### src/rtl/src_ctrl_pkg.sv
// Shared definitions for the Mini SRC control sequencer: state encodings,
// opcodes, control-word bit map and the per-state control decode.
package src_ctrl_pkg;

  localparam int unsigned CTRL_W = 32;

  typedef enum logic [7:0] {
    S_RST   = 8'h00,
    S_F0    = 8'h01,
    S_F1    = 8'h02,
    S_F2    = 8'h03,
    S_DEC   = 8'h04,
    S_T3    = 8'h05,
    S_T4    = 8'h06,
    S_T5    = 8'h07,
    S_T6    = 8'h08,
    S_T7    = 8'h09,
    S_HALT  = 8'h0A,
    S_FAULT = 8'h0B
  } state_t;

  localparam logic [4:0] OP_LD   = 5'b00000;
  localparam logic [4:0] OP_LDI  = 5'b00001;
  localparam logic [4:0] OP_ST   = 5'b00010;
  localparam logic [4:0] OP_ADD  = 5'b00011;
  localparam logic [4:0] OP_SUB  = 5'b00100;
  localparam logic [4:0] OP_SHR  = 5'b00101;
  localparam logic [4:0] OP_SHRA = 5'b00110;
  localparam logic [4:0] OP_SHL  = 5'b00111;
  localparam logic [4:0] OP_ROR  = 5'b01000;
  localparam logic [4:0] OP_ROL  = 5'b01001;
  localparam logic [4:0] OP_AND  = 5'b01010;
  localparam logic [4:0] OP_OR   = 5'b01011;
  localparam logic [4:0] OP_ADDI = 5'b01100;
  localparam logic [4:0] OP_ANDI = 5'b01101;
  localparam logic [4:0] OP_ORI  = 5'b01110;
  localparam logic [4:0] OP_MUL  = 5'b01111;
  localparam logic [4:0] OP_DIV  = 5'b10000;
  localparam logic [4:0] OP_NEG  = 5'b10001;
  localparam logic [4:0] OP_NOT  = 5'b10010;
  localparam logic [4:0] OP_BR   = 5'b10011;
  localparam logic [4:0] OP_JR   = 5'b10100;
  localparam logic [4:0] OP_JAL  = 5'b10101;
  localparam logic [4:0] OP_IN   = 5'b10110;
  localparam logic [4:0] OP_OUT  = 5'b10111;
  localparam logic [4:0] OP_MFHI = 5'b11000;
  localparam logic [4:0] OP_MFLO = 5'b11001;
  localparam logic [4:0] OP_NOP  = 5'b11010;
  localparam logic [4:0] OP_HALT = 5'b11011;

  // Instruction classes that share an execute sequence
  typedef enum logic [4:0] {
    C_ALU, C_IMM, C_MULDIV, C_UNARY, C_LD, C_LDI, C_ST, C_BR, C_JR,
    C_JAL, C_MFHI, C_MFLO, C_IN, C_OUT, C_NOP, C_HALT, C_ILL
  } op_class_t;

  localparam int unsigned CB_PCOUT     = 0;
  localparam int unsigned CB_PEN       = 1;
  localparam int unsigned CB_INCPC     = 2;
  localparam int unsigned CB_MAREN     = 3;
  localparam int unsigned CB_MDREN     = 4;
  localparam int unsigned CB_MDROUT    = 5;
  localparam int unsigned CB_READ      = 6;
  localparam int unsigned CB_WRITE     = 7;
  localparam int unsigned CB_IREN      = 8;
  localparam int unsigned CB_YEN       = 9;
  localparam int unsigned CB_ZEN       = 10;
  localparam int unsigned CB_ZHIOUT    = 11;
  localparam int unsigned CB_ZLOOUT    = 12;
  localparam int unsigned CB_HIEN      = 13;
  localparam int unsigned CB_LOEN      = 14;
  localparam int unsigned CB_HIOUT     = 15;
  localparam int unsigned CB_LOOUT     = 16;
  localparam int unsigned CB_GRA       = 17;
  localparam int unsigned CB_GRB       = 18;
  localparam int unsigned CB_GRC       = 19;
  localparam int unsigned CB_RIN       = 20;
  localparam int unsigned CB_ROUT      = 21;
  localparam int unsigned CB_BAOUT     = 22;
  localparam int unsigned CB_COUT      = 23;
  localparam int unsigned CB_CONIN     = 24;
  localparam int unsigned CB_INPORTOUT = 25;
  localparam int unsigned CB_OUTPORTEN = 26;

  function automatic logic [CTRL_W-1:0] cb(input int unsigned idx);
    return CTRL_W'(1) << idx;
  endfunction

  function automatic op_class_t classify(input logic [4:0] op);
    case (op)
      OP_ADD, OP_SUB, OP_AND, OP_OR, OP_SHR,
      OP_SHRA, OP_SHL, OP_ROR, OP_ROL:      return C_ALU;
      OP_ADDI, OP_ANDI, OP_ORI:             return C_IMM;
      OP_MUL, OP_DIV:                       return C_MULDIV;
      OP_NEG, OP_NOT:                       return C_UNARY;
      OP_LD:                                return C_LD;
      OP_LDI:                               return C_LDI;
      OP_ST:                                return C_ST;
      OP_BR:                                return C_BR;
      OP_JR:                                return C_JR;
      OP_JAL:                               return C_JAL;
      OP_MFHI:                              return C_MFHI;
      OP_MFLO:                              return C_MFLO;
      OP_IN:                                return C_IN;
      OP_OUT:                               return C_OUT;
      OP_NOP:                               return C_NOP;
      OP_HALT:                              return C_HALT;
      default:                              return C_ILL;
    endcase
  endfunction

  // Final execute state of each class; leaving it is an instruction boundary
  function automatic state_t last_state(input op_class_t c);
    case (c)
      C_ALU, C_IMM, C_LDI:  return S_T5;
      C_MULDIV, C_BR:       return S_T6;
      C_UNARY, C_JAL:       return S_T4;
      C_LD, C_ST:           return S_T7;
      default:              return S_T3;
    endcase
  endfunction

  function automatic state_t next_t(input state_t s);
    case (s)
      S_T3:    return S_T4;
      S_T4:    return S_T5;
      S_T5:    return S_T6;
      S_T6:    return S_T7;
      default: return S_FAULT;
    endcase
  endfunction

  function automatic logic [CTRL_W-1:0] ctrl_word(input state_t s, input op_class_t c,
                                                  input logic con);
    logic [CTRL_W-1:0] w;
    w = '0;
    case (s)
      S_F0: w = cb(CB_PCOUT) | cb(CB_MAREN) | cb(CB_INCPC) | cb(CB_ZEN);
      S_F1: w = cb(CB_ZLOOUT) | cb(CB_PEN) | cb(CB_READ) | cb(CB_MDREN);
      S_F2: w = cb(CB_MDROUT) | cb(CB_IREN);
      S_T3: case (c)
        C_ALU, C_IMM, C_MULDIV: w = cb(CB_GRB) | cb(CB_ROUT) | cb(CB_YEN);
        C_UNARY:                w = cb(CB_GRB) | cb(CB_ROUT) | cb(CB_ZEN);
        C_LD, C_LDI, C_ST:      w = cb(CB_GRB) | cb(CB_BAOUT) | cb(CB_YEN);
        C_BR:                   w = cb(CB_GRA) | cb(CB_ROUT) | cb(CB_CONIN);
        C_JR:                   w = cb(CB_GRA) | cb(CB_ROUT) | cb(CB_PEN);
        C_JAL:                  w = cb(CB_PCOUT) | cb(CB_GRA) | cb(CB_RIN);
        C_MFHI:                 w = cb(CB_HIOUT) | cb(CB_GRA) | cb(CB_RIN);
        C_MFLO:                 w = cb(CB_LOOUT) | cb(CB_GRA) | cb(CB_RIN);
        C_IN:                   w = cb(CB_INPORTOUT) | cb(CB_GRA) | cb(CB_RIN);
        C_OUT:                  w = cb(CB_GRA) | cb(CB_ROUT) | cb(CB_OUTPORTEN);
        default:                w = '0;
      endcase
      S_T4: case (c)
        C_ALU, C_MULDIV:        w = cb(CB_GRC) | cb(CB_ROUT) | cb(CB_ZEN);
        C_IMM, C_LD, C_LDI,
        C_ST:                   w = cb(CB_COUT) | cb(CB_ZEN);
        C_UNARY:                w = cb(CB_ZLOOUT) | cb(CB_GRA) | cb(CB_RIN);
        C_BR:                   w = cb(CB_PCOUT) | cb(CB_YEN);
        C_JAL:                  w = cb(CB_GRB) | cb(CB_ROUT) | cb(CB_PEN);
        default:                w = '0;
      endcase
      S_T5: case (c)
        C_ALU, C_IMM, C_LDI:    w = cb(CB_ZLOOUT) | cb(CB_GRA) | cb(CB_RIN);
        C_MULDIV:               w = cb(CB_ZLOOUT) | cb(CB_LOEN);
        C_LD, C_ST:             w = cb(CB_ZLOOUT) | cb(CB_MAREN);
        C_BR:                   w = cb(CB_COUT) | cb(CB_ZEN);
        default:                w = '0;
      endcase
      S_T6: case (c)
        C_MULDIV:               w = cb(CB_ZHIOUT) | cb(CB_HIEN);
        C_LD:                   w = cb(CB_READ) | cb(CB_MDREN);
        C_ST:                   w = cb(CB_GRA) | cb(CB_ROUT) | cb(CB_MDREN);
        C_BR:                   w = cb(CB_ZLOOUT) | (con ? cb(CB_PEN) : '0);
        default:                w = '0;
      endcase
      S_T7: case (c)
        C_LD:                   w = cb(CB_MDROUT) | cb(CB_GRA) | cb(CB_RIN);
        C_ST:                   w = cb(CB_WRITE);
        default:                w = '0;
      endcase
      default: w = '0;
    endcase
    return w;
  endfunction

endpackage

### src/rtl/src_ctrl_seq_if.sv
// Datapath-facing signals of the control sequencer; master is the sequencer side.
interface src_ctrl_seq_if #(
  parameter int unsigned IR_W  = 32,
  parameter int unsigned OPC_W = 5,
  parameter int unsigned CNT_W = 16
);
  logic [IR_W-1:0]  ir;
  logic             con_ff;
  logic             mem_ready;
  logic             stop;
  logic             go;
  logic [31:0]      ctrl;
  logic [OPC_W-1:0] alu_op;
  logic             run;
  logic             illegal;
  logic             mem_fault;
  logic [CNT_W-1:0] instr_count;
  logic [7:0]       state_dbg;

  modport master (
    input  ir, con_ff, mem_ready, stop, go,
    output ctrl, alu_op, run, illegal, mem_fault, instr_count, state_dbg
  );

  modport slave (
    output ir, con_ff, mem_ready, stop, go,
    input  ctrl, alu_op, run, illegal, mem_fault, instr_count, state_dbg
  );
endinterface

### src/rtl/src_mem_wait.sv
// Memory wait-state counter: counts cycles spent waiting for mem_ready and
// flags a timeout once MEM_TIMEOUT cycles have elapsed (0 disables it).
module src_mem_wait #(
  parameter int unsigned MEM_TIMEOUT = 15
) (
  input  logic clock,
  input  logic reset,
  input  logic active,
  input  logic mem_ready,
  output logic done,
  output logic timeout
);
  localparam int unsigned WAIT_W = (MEM_TIMEOUT < 2) ? 1 : $clog2(MEM_TIMEOUT + 1);
  localparam logic        TO_EN  = (MEM_TIMEOUT != 0);

  logic [WAIT_W-1:0] cnt;

  // Zero whenever idle, so every wait state starts from a cleared count
  always_ff @(posedge clock or posedge reset) begin
    if (reset)                   cnt <= '0;
    else if (!active || mem_ready) cnt <= '0;
    else                         cnt <= cnt + WAIT_W'(1);
  end

  assign done    = active & mem_ready;
  assign timeout = active & ~mem_ready & TO_EN & (cnt == WAIT_W'(MEM_TIMEOUT));
endmodule

### src/rtl/src_ctrl_seq.sv
// Mini SRC multi-cycle control sequencer: Moore FSM with memory wait-states,
// timeout/illegal faults, stop/go at instruction boundaries and retire count.
module src_ctrl_seq
  import src_ctrl_pkg::*;
#(
  parameter int unsigned IR_W        = 32,
  parameter int unsigned OPC_W       = 5,
  parameter int unsigned CNT_W       = 16,
  parameter int unsigned MEM_TIMEOUT = 15
) (
  input  logic          clock,
  input  logic          reset,
  src_ctrl_seq_if.master bus
);
  state_t            state, nxt, boundary;
  op_class_t         cls_d, cls_q, cls_cur;
  logic [OPC_W-1:0]  opcode, alu_op_q;
  logic [CTRL_W-1:0] ctrl_q;
  logic [CNT_W-1:0]  count_q;
  logic              run_q, illegal_q, mem_fault_q;
  logic              wait_st, mem_done, mem_timeout;
  logic              unused_ir;

  assign opcode    = bus.ir[IR_W-1 -: OPC_W];
  assign unused_ir = ^bus.ir;

  // Opcodes wider than the package's 5-bit values are illegal if any upper bit is set
  always_comb begin
    cls_d = C_ILL;
    if ((opcode >> 5) == '0) cls_d = classify(opcode[4:0]);
  end

  assign cls_cur  = (state == S_DEC) ? cls_d : cls_q;
  assign boundary = bus.stop ? S_HALT : S_F0;
  assign wait_st  = (state == S_F1) || (state == S_T6 && cls_q == C_LD) ||
                    (state == S_T7 && cls_q == C_ST);

  src_mem_wait #(.MEM_TIMEOUT(MEM_TIMEOUT)) u_mem_wait (
    .clock     (clock),
    .reset     (reset),
    .active    (wait_st),
    .mem_ready (bus.mem_ready),
    .done      (mem_done),
    .timeout   (mem_timeout)
  );

  always_comb begin
    nxt = state;
    case (state)
      S_RST: nxt = S_F0;
      S_F0:  nxt = S_F1;
      S_F1:  nxt = S_F2;
      S_F2:  nxt = S_DEC;
      S_DEC: case (cls_d)
        C_NOP:   nxt = boundary;
        C_HALT:  nxt = S_HALT;
        C_ILL:   nxt = S_FAULT;
        default: nxt = S_T3;
      endcase
      S_T3, S_T4, S_T5, S_T6, S_T7:
        nxt = (state == last_state(cls_q)) ? boundary : next_t(state);
      S_HALT: if (bus.go && !bus.stop) nxt = S_F0;
      default: nxt = S_FAULT;
    endcase
    // Completion beats timeout when both land on the same cycle
    if (wait_st && !mem_done) nxt = mem_timeout ? S_FAULT : state;
  end

  // Outputs are registered from the next state, so they track the state register
  always_ff @(posedge clock or posedge reset) begin
    if (reset) begin
      state       <= S_RST;
      cls_q       <= C_NOP;
      ctrl_q      <= '0;
      alu_op_q    <= '0;
      run_q       <= 1'b0;
      illegal_q   <= 1'b0;
      mem_fault_q <= 1'b0;
      count_q     <= '0;
    end else begin
      state  <= nxt;
      ctrl_q <= ctrl_word(nxt, cls_cur, bus.con_ff);
      run_q  <= !(nxt == S_RST || nxt == S_HALT || nxt == S_FAULT);
      if (state == S_DEC) begin
        alu_op_q <= opcode;
        cls_q    <= cls_d;
        count_q  <= count_q + CNT_W'(1);
        if (cls_d == C_ILL) illegal_q <= 1'b1;
      end
      if (wait_st && !mem_done && mem_timeout) mem_fault_q <= 1'b1;
    end
  end

  assign bus.ctrl        = ctrl_q;
  assign bus.alu_op      = alu_op_q;
  assign bus.run         = run_q;
  assign bus.illegal     = illegal_q;
  assign bus.mem_fault   = mem_fault_q;
  assign bus.instr_count = count_q;
  assign bus.state_dbg   = state;
endmodule

### src/flat_wrapper.sv
// flat-port wrapper written by rule: the top's interface ports become plain ports
module src_ctrl_seq_flat import src_ctrl_pkg::*;
#(
  parameter int unsigned IR_W        = 32,
  parameter int unsigned OPC_W       = 5,
  parameter int unsigned CNT_W       = 16,
  parameter int unsigned MEM_TIMEOUT = 15
)
  (clock, reset, bus_ir, bus_con_ff, bus_mem_ready, bus_stop, bus_go, bus_ctrl, bus_alu_op, bus_run, bus_illegal, bus_mem_fault, bus_instr_count, bus_state_dbg);
  src_ctrl_seq_if #(.IR_W(IR_W), .OPC_W(OPC_W), .CNT_W(CNT_W)) bus_i ();
  input  logic clock;
  input  logic reset;
  input wire logic [$bits(bus_i.ir)-1:0] bus_ir;
  input wire logic [$bits(bus_i.con_ff)-1:0] bus_con_ff;
  input wire logic [$bits(bus_i.mem_ready)-1:0] bus_mem_ready;
  input wire logic [$bits(bus_i.stop)-1:0] bus_stop;
  input wire logic [$bits(bus_i.go)-1:0] bus_go;
  output wire logic [$bits(bus_i.ctrl)-1:0] bus_ctrl;
  output wire logic [$bits(bus_i.alu_op)-1:0] bus_alu_op;
  output wire logic [$bits(bus_i.run)-1:0] bus_run;
  output wire logic [$bits(bus_i.illegal)-1:0] bus_illegal;
  output wire logic [$bits(bus_i.mem_fault)-1:0] bus_mem_fault;
  output wire logic [$bits(bus_i.instr_count)-1:0] bus_instr_count;
  output wire logic [$bits(bus_i.state_dbg)-1:0] bus_state_dbg;
  assign bus_i.ir = bus_ir;
  assign bus_i.con_ff = bus_con_ff;
  assign bus_i.mem_ready = bus_mem_ready;
  assign bus_i.stop = bus_stop;
  assign bus_i.go = bus_go;
  assign bus_ctrl = bus_i.ctrl;
  assign bus_alu_op = bus_i.alu_op;
  assign bus_run = bus_i.run;
  assign bus_illegal = bus_i.illegal;
  assign bus_mem_fault = bus_i.mem_fault;
  assign bus_instr_count = bus_i.instr_count;
  assign bus_state_dbg = bus_i.state_dbg;
  src_ctrl_seq #(.IR_W(IR_W), .OPC_W(OPC_W), .CNT_W(CNT_W), .MEM_TIMEOUT(MEM_TIMEOUT)) u_core (.clock(clock), .reset(reset), .bus(bus_i));
endmodule
### config.mk
export PLATFORM = sky130hd
export DESIGN_NAME = src_ctrl_seq_flat
export DESIGN_NICKNAME = d
export VERILOG_FILES = /design/src/rtl/src_ctrl_pkg.sv /design/src/rtl/src_ctrl_seq_if.sv /design/src/rtl/src_mem_wait.sv /design/src/rtl/src_ctrl_seq.sv /design/src/flat_wrapper.sv
export SDC_FILE = /design/constraint.sdc
export NUM_CORES = 1
export LEC_CHECK = 0
export CORE_MARGIN = 5
export CORE_UTILIZATION = 45
export DETAILED_ROUTE_END_ITERATION = 10
export GPL_ROUTABILITY_DRIVEN = 0
export MAX_ROUTING_LAYER = met4
export PLACE_DENSITY_LB_ADDON = 0.1
export SLEW_MARGIN = 15
export SYNTH_ARGS = -nofsm -noshare
export SYNTH_HDL_FRONTEND = slang
export SYNTH_SLANG_ARGS = --single-unit
### constraint.sdc
create_clock -name clock -period 5.8 [get_ports clock]
set_input_delay 0.87 -clock clock [delete_from_list [all_inputs] [get_ports clock]]
set_output_delay 0.87 -clock clock [all_outputs]
set_load 0.05 [all_outputs]
After elaboration in Yosys (flattened, before gate mapping)
Memories as Yosys holds them, arrays and structs flattened.
Index checks and enable logic that the tools add are counted.
{"block": "word_totals", "register_bits": 73, "mem_bits_ro": 624, "output_inout_bits": 64, "elab_cells": 92, "mem_count": 4}
{"block": "classes", "addsub": 2, "eq_ne": 33, "muxes": 19, "bitwise_logic": 4, "n_reduce_logical": 21}
{"name": "(name not given)", "words": 16, "word_bits": 14, "rd": 1, "rd_clocked_by_memory_dff": 0, "wr": 0, "line_no": "src_ctrl_pkg.sv:141", "text": "S_T3: case (c)"}
{"name": "(name not given)", "words": 16, "word_bits": 11, "rd": 1, "rd_clocked_by_memory_dff": 0, "wr": 0, "line_no": "src_ctrl_pkg.sv:154", "text": "S_T4: case (c)"}
{"name": "(name not given)", "words": 32, "word_bits": 5, "rd": 1, "rd_clocked_by_memory_dff": 0, "wr": 0, "line_no": "src_ctrl_pkg.sv:90", "text": "case (op)"}
{"name": "(name not given)", "words": 16, "word_bits": 4, "rd": 1, "rd_clocked_by_memory_dff": 0, "wr": 0, "line_no": "src_ctrl_pkg.sv:114", "text": "case (c)"}
{"op": "$pmux W32 S8", "count": 1}
{"op": "$pmux W32 S4", "count": 1}
{"op": "$pmux W24 S4", "count": 1}
{"op": "$mux W32", "count": 2}
{"op": "$eq A8 B3 Y1 const B", "count": 7}
{"op": "$eq A8 B4 Y1 const B", "count": 7}
{"op": "$pmux W8 S7", "count": 1}
{"op": "$mux W8", "count": 6}
{"op": "$pmux W21 S2", "count": 1}
{"op": "$eq A8 B2 Y1 const B", "count": 4}
{"op": "$eq A5 B3 Y1 const B", "count": 6}
{"op": "$pmux W8 S3", "count": 1}
{"op": "$add A16 B1 Y16 const B", "count": 1}
{"op": "$eq A8 B1 Y1 const B", "count": 2}
{"op": "$logic_not A8 Y1", "count": 2}
{"op": "$pmux W4 S4", "count": 1}
{"op": "$eq A5 B4 Y1 const B", "count": 2}
{"op": "$eq A8 B8 Y1", "count": 1}
{"op": "$mux W4", "count": 2}
{"op": "$eq A5 B1 Y1 const B", "count": 1}
{"op": "$eq A5 B2 Y1 const B", "count": 1}
{"op": "$eq A5 B5 Y1 const B", "count": 1}
{"op": "$logic_and A1 B1 Y1", "count": 5}
{"op": "$logic_not A5 Y1", "count": 1}
{"op": "other kinds (12)", "count": 21}

Longest topological paths before layout
{"block": "logic_depth", "ltp_word": 12, "mapped_depth": 12}

Cells and area by module
Synthesis repeated with hierarchy kept, for this count alone.
{"block": "unflattened", "hier_cells": 370, "hier_area_um2": 3603.5}
{"mod": "src_ctrl_seq", "instances": 1, "cells_per_inst": 351, "area_each_um2": 3408.3}
{"mod": "src_mem_wait", "instances": 1, "cells_per_inst": 19, "area_each_um2": 195.2}

Least setup slack after synthesis
OpenSTA, ideal clock, no wires.
{"block": "synth_path", "kind": "input to register", "from": "input port bus_ir[30]", "to": "register u_core.ctrl_q[12], in the netlist u_core.bus.ctrl[12]", "setup_ns": 0.090, "arrival_time_ns": 3.214, "required_time_ns": 5.710, "slack_ns": 2.496, "stages": 8, "path_cell_list": "clkbuf_1 inv_1 ha_1 or4_1 or4_1 a41o_1 or3_4 o2111ai_1"}
{"block": "synth_via", "elab_chain_cells": 7, "elab_cells_between_ends": 30, "classes_between": "eq/ne (17); mux (8); reduce/logical (3); memory (2)"}
{"element": "from (decl)", "line_no": "flat_wrapper.sv:13", "text": "input wire logic [$bits(bus_i.ir)-1:0] bus_ir;"}
{"element": "$mem_v2 Z32 W5 *"}
{"element": "$eq A5 B5 Y1 / $eq A5 B4 Y1 (equally long branches)", "line_no": "src_ctrl_seq.sv:54", "text": "S_DEC: case (cls_d)"}
{"element": "$pmux W8 S3", "line_no": "src_ctrl_seq.sv:54"}
{"element": "$pmux W8 S7", "line_no": "src_ctrl_seq.sv:49", "text": "case (state)"}
{"element": "$mux W8", "line_no": "src_ctrl_seq.sv:66", "text": "if (wait_st && !mem_done) nxt = mem_timeout ? S_FAULT : state;"}
{"element": "$eq A8 B4 Y1, or another cell as far along", "line_no": "src_ctrl_pkg.sv:137", "text": "case (s)"}
{"element": "$pmux W32 S8 *", "line_no": "src_ctrl_pkg.sv:137"}
{"element": "to (signal assigned)", "line_no": "src_ctrl_seq.sv:82", "text": "ctrl_q <= ctrl_word(nxt, cls_cur, bus.con_ff);"}
{"element": "to (decl)", "line_no": "src_ctrl_seq.sv:18", "text": "logic [CTRL_W-1:0] ctrl_q;"}
Mark *: on every way between the ends. The rest lies on a longest branch, timed or not.
A chain may end at the register's enable or synchronous reset.

Final worst setup path
Ends and elaborated chain as after synthesis.

==> results.cfg <==
[clocking]
post_cts_buffers = 0
root_buffer = clkbuf_8
clkSinkCount = 67
cts-resized-gates = 0
cts_tree = yes
ctsHoldBuffers = 0
clock_latency_ps = 340
cts_htree_levels = 3
clockBufferDepth = 2
clkTransAtPathRegs_ps = 80
numCtsBuffers = 9

[route]
avgViaCountPerCell = 5.54
route.detailed.drc = 0
wirelength_um = 8840
first_pass_iters = 4
wire_per_inst_um = 15.7
drt_iter0_drc = 183
ant_nets = 0
vias = 3119

[sta]
slew_headroom_pct = 42.4
setup_viol = 0
setup_ws_ps = 1550
period_share_pct = 73.3
rsz0062_at_grt = false
fin_crit_ps = 4250
timing_worst_slew_pin_value_ps = 856
drv_slew = 0
fmax_ghz = 0.235
finalHoldWorstSlack_ps = 460
skew_ps = 9.89
hold_violations = 0
tns_ps = 0

[setup_path]
arrival_ps = 4510
critPathKind = primary input to flop
reg2reg_slack_ps = 1830
crit_path_end_kind = flop
required_ps = 6050
crit_fanout = 14
start_kind = primary input

[logic_synthesis]
synth_flop_cell = dfrtp_1
synthArstFlopShare_pct = 100
synth-compound-area-share_pct = 15.1
synth-seq-cells = 67
synth_top_family_by_area = simple AND/OR/NAND/NOR gates
synthAdderAreaFrac_pct = 2.00
netlist_instances = 389
synth_simple_gate_area_share_pct = 26.9
ys_types = 70
synth-seq-area-share_pct = 46.3
synth_xor_area_share_pct = 4.58
synth_area_per_cell_um2 = 9.34
synth_mux_area_share_pct = 0.276
syn_area_um2 = 3630
synth-edff-count = 0
yosys_warnings = 0

[power]
p_per_area_nw_per_um2 = 221
p_leak_nw = 1.96
p_total_mw = 1.02
vdd_drop_max_v = 0.000117

[die]
rows = 32
floorplan.initialDensity_pct = 46.5
die_area_um2 = 9970
die_h_um = 99.8
ios = 102
coreArea_um2 = 7810
die_w_um = 99.8

[layout]
mostFrequentLayoutCells = clkdlybuf4s50_1 (69), dfrtp_1 (64), nand2_1 (41)
n_antenna_cell = 0
post_route_cells_drive_above_1_share_pct = 8.46
final_core_util_pct = 59.1
finalNetCount = 500
instances_no_fill = 563
postLayoutCellArea_um2 = 4620
layout_commonest_cell = clkdlybuf4s50_1
area_growth_pct = 27.1

[placement]
dp.cells = 548
dpl_cell_area_um2 = 4380
io_buffers = 69
dpl.hpwl_um = 6360
pre_cts_ws_ps = 1280

[global_routing]
grt_max_degree = 68
gr-total-overflow = 0
first_global_vias = 2993
antenna_found_initial = 0
grt_pass1_wl_um = 14800
grt_usage_pct = 19.2

[hold_path]
hold_class = flop to flop

[outcome]
status = finished clean

[run]
maxCapViolCount = 0
## sequential cells by signal, summed over array words and instances (netlist names)
signal	cells
u_core.u_mem_wait.cnt	4
u_core.bus.illegal	1
u_core.bus.run	1
u_core.cls_q	5
u_core.bus.state_dbg	8
u_core.bus.mem_fault	1
u_core.bus.ctrl	26
u_core.bus.alu_op	5
u_core.bus.instr_count	16
## Yosys cell counts, types with 3 or more instances
cell	n	area, um2
dfrtp_1	64	1600
nand2_1	41	154
nor2_1	35	131
nand3_1	27	135
o21ai_0	16	80.1
inv_1	15	56.3
a21oi_1	13	65.1
xnor2_1	13	114
nor3_1	11	55.1
clkbuf_1	9	33.8
nand4_1	7	43.8
or3_1	7	43.8
buf_2	6	30.0
buf_4	6	45.0
xor2_1	6	52.6
and3_1	5	31.3
ha_1	5	62.6
nand2b_1	4	25.0
nor2b_1	4	25.0
nor4_1	4	25.0
or2_2	4	25.0
a211oi_1	3	22.5
and2_1	3	18.8
dfstp_2	3	78.8
nand3b_1	3	22.5
nor4b_1	3	26.3
nor4bb_1	3	30.0
o211ai_1	3	22.5
o21ai_1	3	15.0
o221ai_1	3	26.3
o22ai_1	3	18.8
o311ai_0	3	26.3
o31ai_1	3	22.5
or4_1	3	22.5
## final timing paths
path                                            end  cells past startpoint                      from
setup / recovery                u_core.bus.ctrl[12]                     10                bus_ir[30]
setup reg to reg                u_core.bus.ctrl[21]                      9   u_core.bus.state_dbg[5]
min in group asynchronous        u_core.bus.ctrl[2]                      3                     reset
hold / removal             u_core.u_mem_wait.cnt[0]                      1  u_core.u_mem_wait.cnt[0]
max in group asynchronous        u_core.bus.illegal                      3                     reset
hold reg to reg            u_core.u_mem_wait.cnt[0]                      1  u_core.u_mem_wait.cnt[0]
## cells by family (layout without fill, tap and decap cells)
logic type      after synthesis  after routing
simple gates                181            181
compound gates               75             75
other cells                   1              9
fa+ha+maj                     6              6
flops                        67             67
buf+inv                      39            103
xor+xnor                     19             19
mux                           1              1
## power by group
| part | internal [mW] | total [mW] | switching, mW | leakage, nW |
|---|---|---|---|---|
| combinational | 0.0233 | 0.0760 | 0.0527 | 0.979 |
| sequential | 0.471 | 0.476 | 0.00499 | 0.868 |
| clock | 0.285 | 0.468 | 0.184 | 0.112 |
## layout make-up
class / count / area [um2]
timing repair buffer: 70 / 698
clock buffer: 9 / 124
multi-input combinational: 291 / 1810
clock inverter: 6 / 114
sequential: 67 / 1680
tap: 102 / 128
fill: 733 / 3190
inverter: 18 / 67.6
## worst max-delay path, stage by stage
cell	delay, ps
clkdlybuf4s50_1	690
inv_1	100
ha_1	330
nor2b_1	140
nor4bb_1	560
a21oi_1	200
o32ai_1	400
nand2_1	510
or3_4	500
o2111ai_1	210
## metal layers
metal  vias to the layer above  share of wire, %  track usage [%]  wire length, um
met5                         -                 0                -                0
met4                         0               2.0             8.72              175
met3                        14               5.3             3.54              470
met2                        91                47             27.8             4150
met1                      1489                46             26.1             4050
li1                       1525                 -                -                -
No activity file was read; power rests on OpenSTA's default activity.
